## src/rtl/mips_pkg.sv

```systemverilog
// Shared definitions for the MIPS32 decode/execute slice.
//   instr_structure : decoded control word carried from ID to EX to MEM
//   OP_* / FN_*     : primary opcode and R-type funct encodings
//   FD_*            : bit positions inside instr_structure.f_dec
//   BUBBLE          : all-zero control word used for squashed/unsupported slots
package mips_pkg;

  typedef struct packed {
    logic [4:0]  reg1;    // rs
    logic [4:0]  reg2;    // rt
    logic [4:0]  dest;    // rd (R-type) or rt (I-type)
    logic [4:0]  shamt;
    logic [5:0]  funct;
    logic [5:0]  opcode;
    logic [31:0] imm;     // already extended
    logic [5:0]  f_dec;   // {regWrite,memToReg,memRead,memWrite,branch,jump}
  } instr_structure;

  localparam logic [5:0] OP_RTYPE = 6'h00;
  localparam logic [5:0] OP_J     = 6'h02;
  localparam logic [5:0] OP_BEQ   = 6'h04;
  localparam logic [5:0] OP_BNE   = 6'h05;
  localparam logic [5:0] OP_ADDI  = 6'h08;
  localparam logic [5:0] OP_ADDIU = 6'h09;
  localparam logic [5:0] OP_SLTI  = 6'h0A;
  localparam logic [5:0] OP_SLTIU = 6'h0B;
  localparam logic [5:0] OP_ANDI  = 6'h0C;
  localparam logic [5:0] OP_ORI   = 6'h0D;
  localparam logic [5:0] OP_XORI  = 6'h0E;
  localparam logic [5:0] OP_LUI   = 6'h0F;
  localparam logic [5:0] OP_LW    = 6'h23;
  localparam logic [5:0] OP_SW    = 6'h2B;

  localparam logic [5:0] FN_SLL  = 6'h00;
  localparam logic [5:0] FN_SRL  = 6'h02;
  localparam logic [5:0] FN_SRA  = 6'h03;
  localparam logic [5:0] FN_ADD  = 6'h20;
  localparam logic [5:0] FN_ADDU = 6'h21;
  localparam logic [5:0] FN_SUB  = 6'h22;
  localparam logic [5:0] FN_SUBU = 6'h23;
  localparam logic [5:0] FN_AND  = 6'h24;
  localparam logic [5:0] FN_OR   = 6'h25;
  localparam logic [5:0] FN_XOR  = 6'h26;
  localparam logic [5:0] FN_NOR  = 6'h27;
  localparam logic [5:0] FN_SLT  = 6'h2A;
  localparam logic [5:0] FN_SLTU = 6'h2B;

  localparam int unsigned FD_REGWRITE = 5;
  localparam int unsigned FD_MEMTOREG = 4;
  localparam int unsigned FD_MEMREAD  = 3;
  localparam int unsigned FD_MEMWRITE = 2;
  localparam int unsigned FD_BRANCH   = 1;
  localparam int unsigned FD_JUMP     = 0;

  localparam instr_structure BUBBLE = '0;

  function automatic logic rtype_supported(input logic [5:0] fn);
    case (fn)
      FN_SLL, FN_SRL, FN_SRA, FN_ADD, FN_ADDU, FN_SUB, FN_SUBU,
      FN_AND, FN_OR, FN_XOR, FN_NOR, FN_SLT, FN_SLTU: return 1'b1;
      default: return 1'b0;
    endcase
  endfunction

endpackage

```

## src/rtl/mips_alu.sv

```systemverilog
// Combinational ALU for the EX stage.
//   op1, op2 : rs / rt operand values
//   imm      : extended immediate from the decoded control word
//   shamt    : shift amount for sll/srl/sra
//   op_sel   : opcode_funct ({1,funct} for R-type, {0,opcode} otherwise)
//   result   : ALU result or memory address
//   equal    : op1 == op2, used for beq/bne resolution
module mips_alu
  import mips_pkg::*;
(
  input  logic [31:0] op1,
  input  logic [31:0] op2,
  input  logic [31:0] imm,
  input  logic [4:0]  shamt,
  input  logic [6:0]  op_sel,
  output logic [31:0] result,
  output logic        equal
);

  always_comb begin
    result = '0;
    case (op_sel)
      {1'b1, FN_ADD}, {1'b1, FN_ADDU}: result = op1 + op2;
      {1'b1, FN_SUB}, {1'b1, FN_SUBU}: result = op1 - op2;
      {1'b1, FN_AND}:  result = op1 & op2;
      {1'b1, FN_OR}:   result = op1 | op2;
      {1'b1, FN_XOR}:  result = op1 ^ op2;
      {1'b1, FN_NOR}:  result = ~(op1 | op2);
      {1'b1, FN_SLT}:  result = {31'b0, ($signed(op1) < $signed(op2))};
      {1'b1, FN_SLTU}: result = {31'b0, (op1 < op2)};
      {1'b1, FN_SLL}:  result = op2 << shamt;
      {1'b1, FN_SRL}:  result = op2 >> shamt;
      {1'b1, FN_SRA}:  result = $unsigned($signed(op2) >>> shamt);
      {1'b0, OP_ADDI}, {1'b0, OP_ADDIU},
      {1'b0, OP_LW},   {1'b0, OP_SW}:    result = op1 + imm;
      {1'b0, OP_SLTI}:  result = {31'b0, ($signed(op1) < $signed(imm))};
      {1'b0, OP_SLTIU}: result = {31'b0, (op1 < imm)};
      {1'b0, OP_ANDI}:  result = op1 & imm;
      {1'b0, OP_ORI}:   result = op1 | imm;
      {1'b0, OP_XORI}:  result = op1 ^ imm;
      {1'b0, OP_LUI}:   result = imm;
      // Branch result is unused downstream but kept deterministic.
      {1'b0, OP_BEQ}, {1'b0, OP_BNE}: result = op1 - op2;
      default: result = '0;
    endcase
  end

  assign equal = (op1 == op2);

endmodule

```

## src/rtl/mips_decode_execute.sv

```systemverilog
// Decode (ID) and execute (EX) stages of the 5-stage MIPS32 core.
//   clk, rst                 : clock, synchronous active-high reset
//   instr, PC_in, done_in    : fetch-stage instruction, its PC+4, valid token
//   op1_in, op2_in           : register-file read data for rfReadAddr_p0/p1
//   rfReadAddr_p0/p1         : rs / rt of instr (combinational)
//   iCont_toALU .. done_id   : ID-stage registers
//   result .. done_ex        : EX-stage registers, sent to MEM
// Build option MIPS_DX_FLUSH_EN: when defined, a taken branch squashes the
// ID and EX registers and a jump squashes the ID register; when undefined,
// instructions after a redirect execute (delay-slot behaviour).
// Unsupported encodings carry a BUBBLE control word and opcode_funct=0 but
// still latch operands, PC and done token.
module mips_decode_execute
  import mips_pkg::*;
(
  input  logic           clk,
  input  logic           rst,
  input  logic [31:0]    instr,
  input  logic [31:0]    PC_in,
  input  logic [31:0]    op1_in,
  input  logic [31:0]    op2_in,
  input  logic           done_in,
  output logic [4:0]     rfReadAddr_p0,
  output logic [4:0]     rfReadAddr_p1,
  output instr_structure iCont_toALU,
  output logic [6:0]     opcode_funct,
  output logic [31:0]    op1,
  output logic [31:0]    op2,
  output logic           jFlag,
  output logic [31:0]    PC_id,
  output logic           done_id,
  output logic [31:0]    result,
  output logic           zeroFlag,
  output logic [31:0]    hold_op2,
  output instr_structure iCont_out,
  output logic [31:0]    PC_ex,
  output logic           done_ex
);

  assign rfReadAddr_p0 = instr[25:21];
  assign rfReadAddr_p1 = instr[20:16];

  // ---------------- decode ----------------
  instr_structure dec;
  logic [6:0]     dec_opf;
  logic           dec_jump;
  logic [31:0]    jump_target;
  logic [5:0]     opc;
  logic [5:0]     fn;
  logic [31:0]    imm_sext;
  logic [31:0]    imm_ext;
  logic [4:0]     dest_sel;
  logic [5:0]     fd;
  logic           supported;

  always_comb begin
    opc       = instr[31:26];
    fn        = instr[5:0];
    imm_sext  = {{16{instr[15]}}, instr[15:0]};
    imm_ext   = imm_sext;
    dest_sel  = instr[20:16];
    fd        = '0;
    supported = 1'b0;
    case (opc)
      OP_RTYPE: begin
        supported       = rtype_supported(fn);
        fd[FD_REGWRITE] = 1'b1;
        dest_sel        = instr[15:11];
      end
      OP_ADDI, OP_ADDIU, OP_SLTI, OP_SLTIU: begin
        supported       = 1'b1;
        fd[FD_REGWRITE] = 1'b1;
      end
      OP_ANDI, OP_ORI, OP_XORI: begin
        supported       = 1'b1;
        fd[FD_REGWRITE] = 1'b1;
        imm_ext         = {16'b0, instr[15:0]};
      end
      OP_LUI: begin
        supported       = 1'b1;
        fd[FD_REGWRITE] = 1'b1;
        imm_ext         = {instr[15:0], 16'b0};
      end
      OP_LW: begin
        supported       = 1'b1;
        fd[FD_REGWRITE] = 1'b1;
        fd[FD_MEMTOREG] = 1'b1;
        fd[FD_MEMREAD]  = 1'b1;
      end
      OP_SW: begin
        supported       = 1'b1;
        fd[FD_MEMWRITE] = 1'b1;
      end
      OP_BEQ, OP_BNE: begin
        supported     = 1'b1;
        fd[FD_BRANCH] = 1'b1;
      end
      OP_J: begin
        supported   = 1'b1;
        fd[FD_JUMP] = 1'b1;
        dest_sel    = '0;
      end
      default: supported = 1'b0;
    endcase

    dec     = BUBBLE;
    dec_opf = '0;
    if (supported) begin
      dec.reg1   = instr[25:21];
      dec.reg2   = instr[20:16];
      dec.dest   = dest_sel;
      dec.shamt  = instr[10:6];
      dec.funct  = fn;
      dec.opcode = opc;
      dec.imm    = imm_ext;
      dec.f_dec  = fd;
      dec_opf    = (opc == OP_RTYPE) ? {1'b1, fn} : {1'b0, opc};
    end
  end

  assign dec_jump    = dec.f_dec[FD_JUMP];
  assign jump_target = {PC_in[31:28], instr[25:0], 2'b00};

  // ---------------- execute ----------------
  logic [31:0] alu_result;
  logic        alu_eq;
  logic        br_taken;
  logic [31:0] br_target;

  mips_alu u_alu (
    .op1    (op1),
    .op2    (op2),
    .imm    (iCont_toALU.imm),
    .shamt  (iCont_toALU.shamt),
    .op_sel (opcode_funct),
    .result (alu_result),
    .equal  (alu_eq)
  );

  assign br_taken  = iCont_toALU.f_dec[FD_BRANCH] &
                     ((opcode_funct == {1'b0, OP_BEQ}) ? alu_eq : ~alu_eq);
  assign br_target = PC_id + {iCont_toALU.imm[29:0], 2'b00};

  // ---------------- flush control ----------------
  logic squash_id;
  logic squash_ex;

`ifdef MIPS_DX_FLUSH_EN
  // A taken branch in EX kills both younger slots; a jump in ID kills one.
  assign squash_id = zeroFlag | jFlag;
  assign squash_ex = zeroFlag;
`else
  assign squash_id = 1'b0;
  assign squash_ex = 1'b0;
`endif

  // ---------------- ID register ----------------
  always_ff @(posedge clk) begin
    if (rst || squash_id) begin
      iCont_toALU  <= BUBBLE;
      opcode_funct <= '0;
      op1          <= '0;
      op2          <= '0;
      jFlag        <= 1'b0;
      PC_id        <= '0;
      done_id      <= 1'b0;
    end else begin
      iCont_toALU  <= dec;
      opcode_funct <= dec_opf;
      op1          <= op1_in;
      op2          <= op2_in;
      jFlag        <= dec_jump;
      PC_id        <= dec_jump ? jump_target : PC_in;
      done_id      <= done_in;
    end
  end

  // ---------------- EX register ----------------
  always_ff @(posedge clk) begin
    if (rst || squash_ex) begin
      result    <= '0;
      zeroFlag  <= 1'b0;
      hold_op2  <= '0;
      iCont_out <= BUBBLE;
      PC_ex     <= '0;
      done_ex   <= 1'b0;
    end else begin
      result    <= alu_result;
      zeroFlag  <= br_taken;
      hold_op2  <= op2;
      iCont_out <= iCont_toALU;
      PC_ex     <= br_taken ? br_target : PC_id;
      done_ex   <= done_id;
    end
  end

endmodule

```

## config.mk

```make
export PLATFORM = sky130hd
export DESIGN_NAME = mips_decode_execute
export DESIGN_NICKNAME = d
export VERILOG_FILES = /design/src/rtl/mips_pkg.sv /design/src/rtl/mips_alu.sv /design/src/rtl/mips_decode_execute.sv
export SDC_FILE = /design/constraint.sdc
export NUM_CORES = 1
export LEC_CHECK = 0
export ABC_CLOCK_PERIOD_IN_PS = 5800
export BUFFER_PORTS_ARGS = -buffer_cell sky130_fd_sc_hd__buf_2
export CORE_MARGIN = 2
export CORE_UTILIZATION = 45
export CTS_CLUSTER_SIZE = 25
export DETAILED_ROUTE_END_ITERATION = 8
export PLACE_DENSITY = 0.66
export SLEW_MARGIN = 30
export SYNTH_ARGS = -nofsm -noshare
export SYNTH_HDL_FRONTEND = slang
export SYNTH_SLANG_ARGS = --single-unit
```

## constraint.sdc

```tcl
create_clock -name clk -period 5.8 [get_ports clk]
set_clock_uncertainty 0.05 [all_clocks]
set_input_delay 0.29 -clock clk [delete_from_list [all_inputs] [get_ports clk]]
set_output_delay 0.29 -clock clk [all_outputs]
set_load 0.02 [all_outputs]
```

Word level (Yosys, flattened, before mapping)
Memory sizes are Yosys's and may differ from the RTL's. Index checks and enable logic that the tools add are counted.

$add $sub $neg: 4. Magnitude comparators: 4. Equality and inequality tests: 39. Shift operators: 3. Muxes and demuxes: 14. Bitwise gates (word level): 10. Reduce and logical (&&, ||, !) cells: 10.

Operators with widths (number): $pmux 32 s18 (1); $lt 32x32->1 (4); $add 32x32->32 (3); $eq 7x7->1 const B (13); $and 32x32->32 (2); $or 32x32->32 (2); $pmux 32 s2 (1); $xor 32x32->32 (2); $eq 7x4->1 const B (8); $eq 6x4->1 const B (8); $eq 32x32->1 (1); $mux 32 (1); $not 32->32 (1); $shl 32x5->32 (1); $shr 32x5->32 (1); $sshr 32x5->32 (1); $sub 32x32->32 (1); $mux 28 (1); $eq 7x3->1 const B (2); $eq 7x6->1 const B (2); $reduce_or 13->1 (1); $eq 6x3->1 const B (2); $eq 6x6->1 const B (2); $pmux 5 s2 (1); other kinds (12) (22).

Register bits: 342. Memory bits (read-only): 64. Input port bits: 131. Output and inout bits: 353. Word-level logic and storage cells: 113. Memories kept: 1.

Memories: (name not given) (words 64, bits a word 1, rd ports 1, clocked after memory_dff 0, write ports 0, line mips_pkg.sv:58) `case (fn)`.

Depth between registers and ports, before layout
Depth in word-level cells: 5. Mapped depth: 19. Gate-level depth less buffers: 16.

Hierarchy
From an unflattened synthesis, not the netlist that was laid out.

Cell total of the unflattened synthesis: 2951. Area, all modules: 23866.6 um2.

By module, submodules not included: mips_alu (times used 1, cells each 1811, area each 12434.4 um2, sequential area each 0.0 um2); mips_decode_execute (times used 1, cells each 1140, area each 11432.2 um2, sequential area each 6806.5 um2).

Least setup slack after synthesis
No wires, ideal clock.

Kind: register -> register. Start point: register opcode_funct[1]. End point: register result[18]. Library setup time: 0.122 ns. Data arrival time: 4.061 ns. Data required time: 5.628 ns. Path slack: 1.567 ns. Cell stages (with the launch flop): 18. Path buffers: 2. Clock period less this slack: 4.233 ns. Cell sequence: dfxtp_1 > buf_2 > a31oi_1 > or4_1 > clkbuf_1 > mux2_2 > ha_1 > fa_1 > a211oi_1 > o211ai_1 > and4bb_1 > o211ai_2 > and2_1 > o21ai_0 > a21boi_0 > xor2_1 > nor2_1 > a221o_1.

Cells in the longest elaborated chain, start to end: 3. Elaborated cells between the ends (all ways): 29. Classes of those cells: 25 x eq/ne; 1 x mux; 3 x reduce/logical.

Ends and longest elaborated chain: start: declaration (line mips_decode_execute.sv:26) `output logic [6:0] opcode_funct,`; start signal: assignment (line mips_decode_execute.sv:169) `opcode_funct <= dec_opf;`; $eq 7x3->1 (tied with other cells) (line mips_alu.sv:22) `case (op_sel)`; $reduce_or 4->1 (no source line) (tied with other cells); $pmux 32 s18 * (line mips_alu.sv:22); end signal: assignment (line mips_decode_execute.sv:188) `result <= alu_result;`; end: declaration (line mips_decode_execute.sv:32) `output logic [31:0] result,`.

Mark *: on every way between the ends. The rest lies on a longest branch, timed or not. A chain may end at the register's enable or synchronous reset.

Final worst setup path
Start point: register opcode_funct[3]. End point: register result[18].

The elaborated chain is that of the path after synthesis.

==> impl_results.md <==
- Status: complete, no violations
- Number of global-route vias before repair: roughly 24000
- Total number of H-tree levels: 2
- Post-route DRC: 0
- R2r endpoint: result[18]
- Skew-Pair Late Insertion Delay: a little under 600 ps
- Layout overhead on the synthesized area: 25.0%
- Most numerous cell in the Yosys netlist: dfxtp_1
- Final max-slew violation count: 0
- Fraction of synthesis flops using an asynchronous set or reset pin: 0%
- Maximum fanout count along the critical path: 12
- Antenna Nets Post-Route: 0
- CTS tree: done
- Achievable Freq: 201 MHz
- Sink count of the clock tree: 340
- Kind of capture point of the worst setup path: flip-flop
- Final hold slack: about 26 ps
- Number of non-filler instances in the completed layout: 3996
- Share of the synthesized area in compound gates (AO/OA/AOI/OAI): 22.5%
- Actual slew at the worst max-slew pin: approximately 1000 ps
- Final setup violation count: 0
- Synthesized netlist cell count: between 2000 and 3000
- Fraction of synthesized cell area taken by the top area cell type: 30.0%
- Count of final hold-check violations: 0
- Synth Cell Area: approximately 23000 sq um
- Iter 0 DRT Violations: about 2900
- Cell depth of the worst min-delay path: 3
- Number of unique standard cell types used by synthesis: approximately 110
- Required @ worst endpoint: between 6000 and 7000 ps
- Number of optimization iterations in the first detailed-route pass: 6
- Type of the worst setup path: flip-flop to flip-flop
- Total Nets Final: between 3000 and 4000
- Post-cts resize count: 0
- Pin count of the biggest net entering global routing: between 80 and 90
- Post CTS Setup Buffer Count: 0
- Fraction of the core area covered by cells at the end of the flow: a little under three fifths
- Sum of internal, switching and leakage power: around 6.5 mW
- Primary flip-flop cell chosen by synthesis mapping: dfxtp_1
- Worst-case clock buffer depth: 3
- Count of port buffers added during placement: between 400 and 500
- Core area: about 50000 sq um
- Post-synthesis adder-cell area fraction: a little over a tenth
- Post-Synth Simple-Gate Area: 18.5%
- Layout Cell Area excl Fill: around 28000 sq um
- Leakage power summed over all cells: between 10 and 15 nW
- Number of flops mapped to enable cells by yosys: 0
- HPWL after detailed placement: between 80000 and 90000 um
- Critical path arrival: about 5400 ps
- Site Rows: just over 80
- Share of final-layout standard cells stronger than drive strength 1: 21.9%
- Synthesis Warnings: 0
- Routability Congestion: 1.02
- Placed Cells incl. Taps: around 3800
- Count of vias placed by the detailed router: ~24000
- Critical path startpoint category: flip-flop
- Die outline height: 228 um
- Die Area: roughly 52000 sq um
- Initial core utilization: a little under half
- Xor and xnor area share after synthesis: ~4.2%
- Synth Area per Inst: 8.26 sq um
- Placed instance area: ~26000 sq um
- Proportion of synthesized chip area in sequential cells: about 30%
- Remaining global-route overflow: 0
- Overall die width: roughly 230 um
- Worst slew margin relative to its limit: between 30 and 40%
- Antenna violations before repair: 5
- Multiplexer area fraction after synthesis: around 7.4%
- Overall track demand over capacity in global routing: 39.7%
- Dominant combinational cell family by area after synthesis: compound AO/OA/AOI/OAI gates
- Hold Path Sink: iCont_toALU[50]
- First-pass GRT wire length: ~160000 um
- Average vias per placed instance: roughly 6
- Worst setup slack before clock tree synthesis: about 900 ps
- TNS Setup: 0 ps
- Top-level port count: ~480
- Final Routed Wirelength: 107000 um
- Crit path setup slack, layout: 816 ps
- Worst Hold Launch: instr[6]
- Mean routed wirelength per cell: 26.9 um
- Number of clock buffers inserted by TritonCTS: 38
- Crit Reg-Reg Startpoint: opcode_funct[3]
- Tightest Hold Check Type: input port to flip-flop
- CTS Root Cell: clkbuf_16
- Leading post-synthesis cells by cell area: dfxtp_1 (30%), ha_1 (11%), nor2_1 (5.3%), a21oi_1 (4.3%), o21ai_0 (3.8%)
- Most area-hungry cell type in the Yosys netlist: dfxtp_1
- Flops & latches, synth: 340
- Fin crit share: roughly 86%
- Worst reg2reg path depth: 16
- Period minus WS final: approximately 5000 ps
- Number of max-cap violations: 0
- Commonest cells in the synthesized netlist: dfxtp_1 (340), nor2_1 (322), a21oi_1 (196)
- Reg clk slew, reported paths: approximately 60 ps
- Flop2flop setup slack: a little over 800 ps
- Worst supply voltage drop on vdd: approximately 200 uV
- Setup repair after global routing missed its margin: no
- Power density over the cells: 228 nW/um^2
-- layer usage --
| layer | GRT usage [%] | wire length (um) |
|---|---|---|
| met1 | 51.1 | 42500 |
| met2 | 61.4 | 46800 |
| met3 | 9.72 | 11600 |
| met4 | 20.9 | 6360 |
| met5 | 0 | 0 |
-- worst max-delay path, stage by stage (launching register included) --
cell and delay [ps]:
dfxtp_1 430, nor3b_1 200, a31oi_1 60, or4_1 720
mux2_2 400, ha_1 230, fa_1 480, a211oi_1 400
o211ai_1 210, and4bb_1 250, o211ai_2 260, and2_1 200
o21ai_0 160, a21boi_0 280, xor2_1 180, nor2_1 60
a221o_1 280
-- worst max-delay path by stage --
stage,from,end,slack (ps),cells past startpoint
floorplan,opcode_funct[1],result[18],1570,17
global placement,opcode_funct[3],result[30],990,16
detailed placement,opcode_funct[3],result[30],900,16
CTS,opcode_funct[3],result[18],870,16
global route,opcode_funct[3],result[18],570,16
finish,opcode_funct[3],result[18],820,16
-- cell type report --
class | count | area [sq um]
Fill cell | 4581 | 21600
Antenna cell | 1 | 2.50
Inverter | 167 | 627
Sequential cell | 340 | 6810
Tap cell | 672 | 841
Multi-Input combinational cell | 2065 | 14500
Clock buffer | 51 | 1100
Clock inverter | 18 | 251
Timing Repair Buffer | 682 | 4260
-- cells in the final DEF, fill, tap and decap left out, drive strengths merged, types with 14 or more instances in the layout --
cell,count
dlygate4sd3,130
a21oi,198
a22o,26
dfxtp,340
inv,169
nand2,184
and3,25
a31oi,44
nor3,40
o31ai,14
a221oi,26
o21ai,184
mux4,35
o211ai,20
ha,193
nand2b,22
buf,552
nor2b,121
clkbuf,51
nand3,44
a211oi,28
nand4,15
o22ai,38
xor2,27
mux2i,78
o21bai,25
and2,19
nor4,21
a21o,45
nor2,325
xnor2,81
-- what timing repair did --
| action | in CTS | in global routing |
|---|---|---|
| endpoints found under the setup margin | 0 | 0 |
| endpoints found under the hold margin | 113 | 0 |
| hold buffers | 130 | 0 |
-- kinds of logic after synthesis --
kind of cell / after synthesis
and+or+nand+nor: 866
other: 1
AOI/OAI and AO/OA: 770
DFF: 340
xor gates and xnor gates: 108
buffers and inverters: 340
adders and majority gates: 196
muxes: 123
-- report_power, final --
group	leakage (nW)	total, mW	switching [mW]	internal [mW]
logic	9.52	1.36	0.834	0.523
clock network	0.655	2.58	1.05	1.53
registers	2.79	2.52	0.108	2.41
total	13.0	6.46	1.99	4.47
-- registers in the layout (all words and copies together) (netlist names) --
register,count
iCont_out,69
iCont_toALU,69
PC_ex,32
PC_id,32
hold_op2,32
op1,32
op2,32
result,32
opcode_funct,7
done_ex,1
done_id,1
zeroFlag,1
Power figures use the tool's default switching activity.
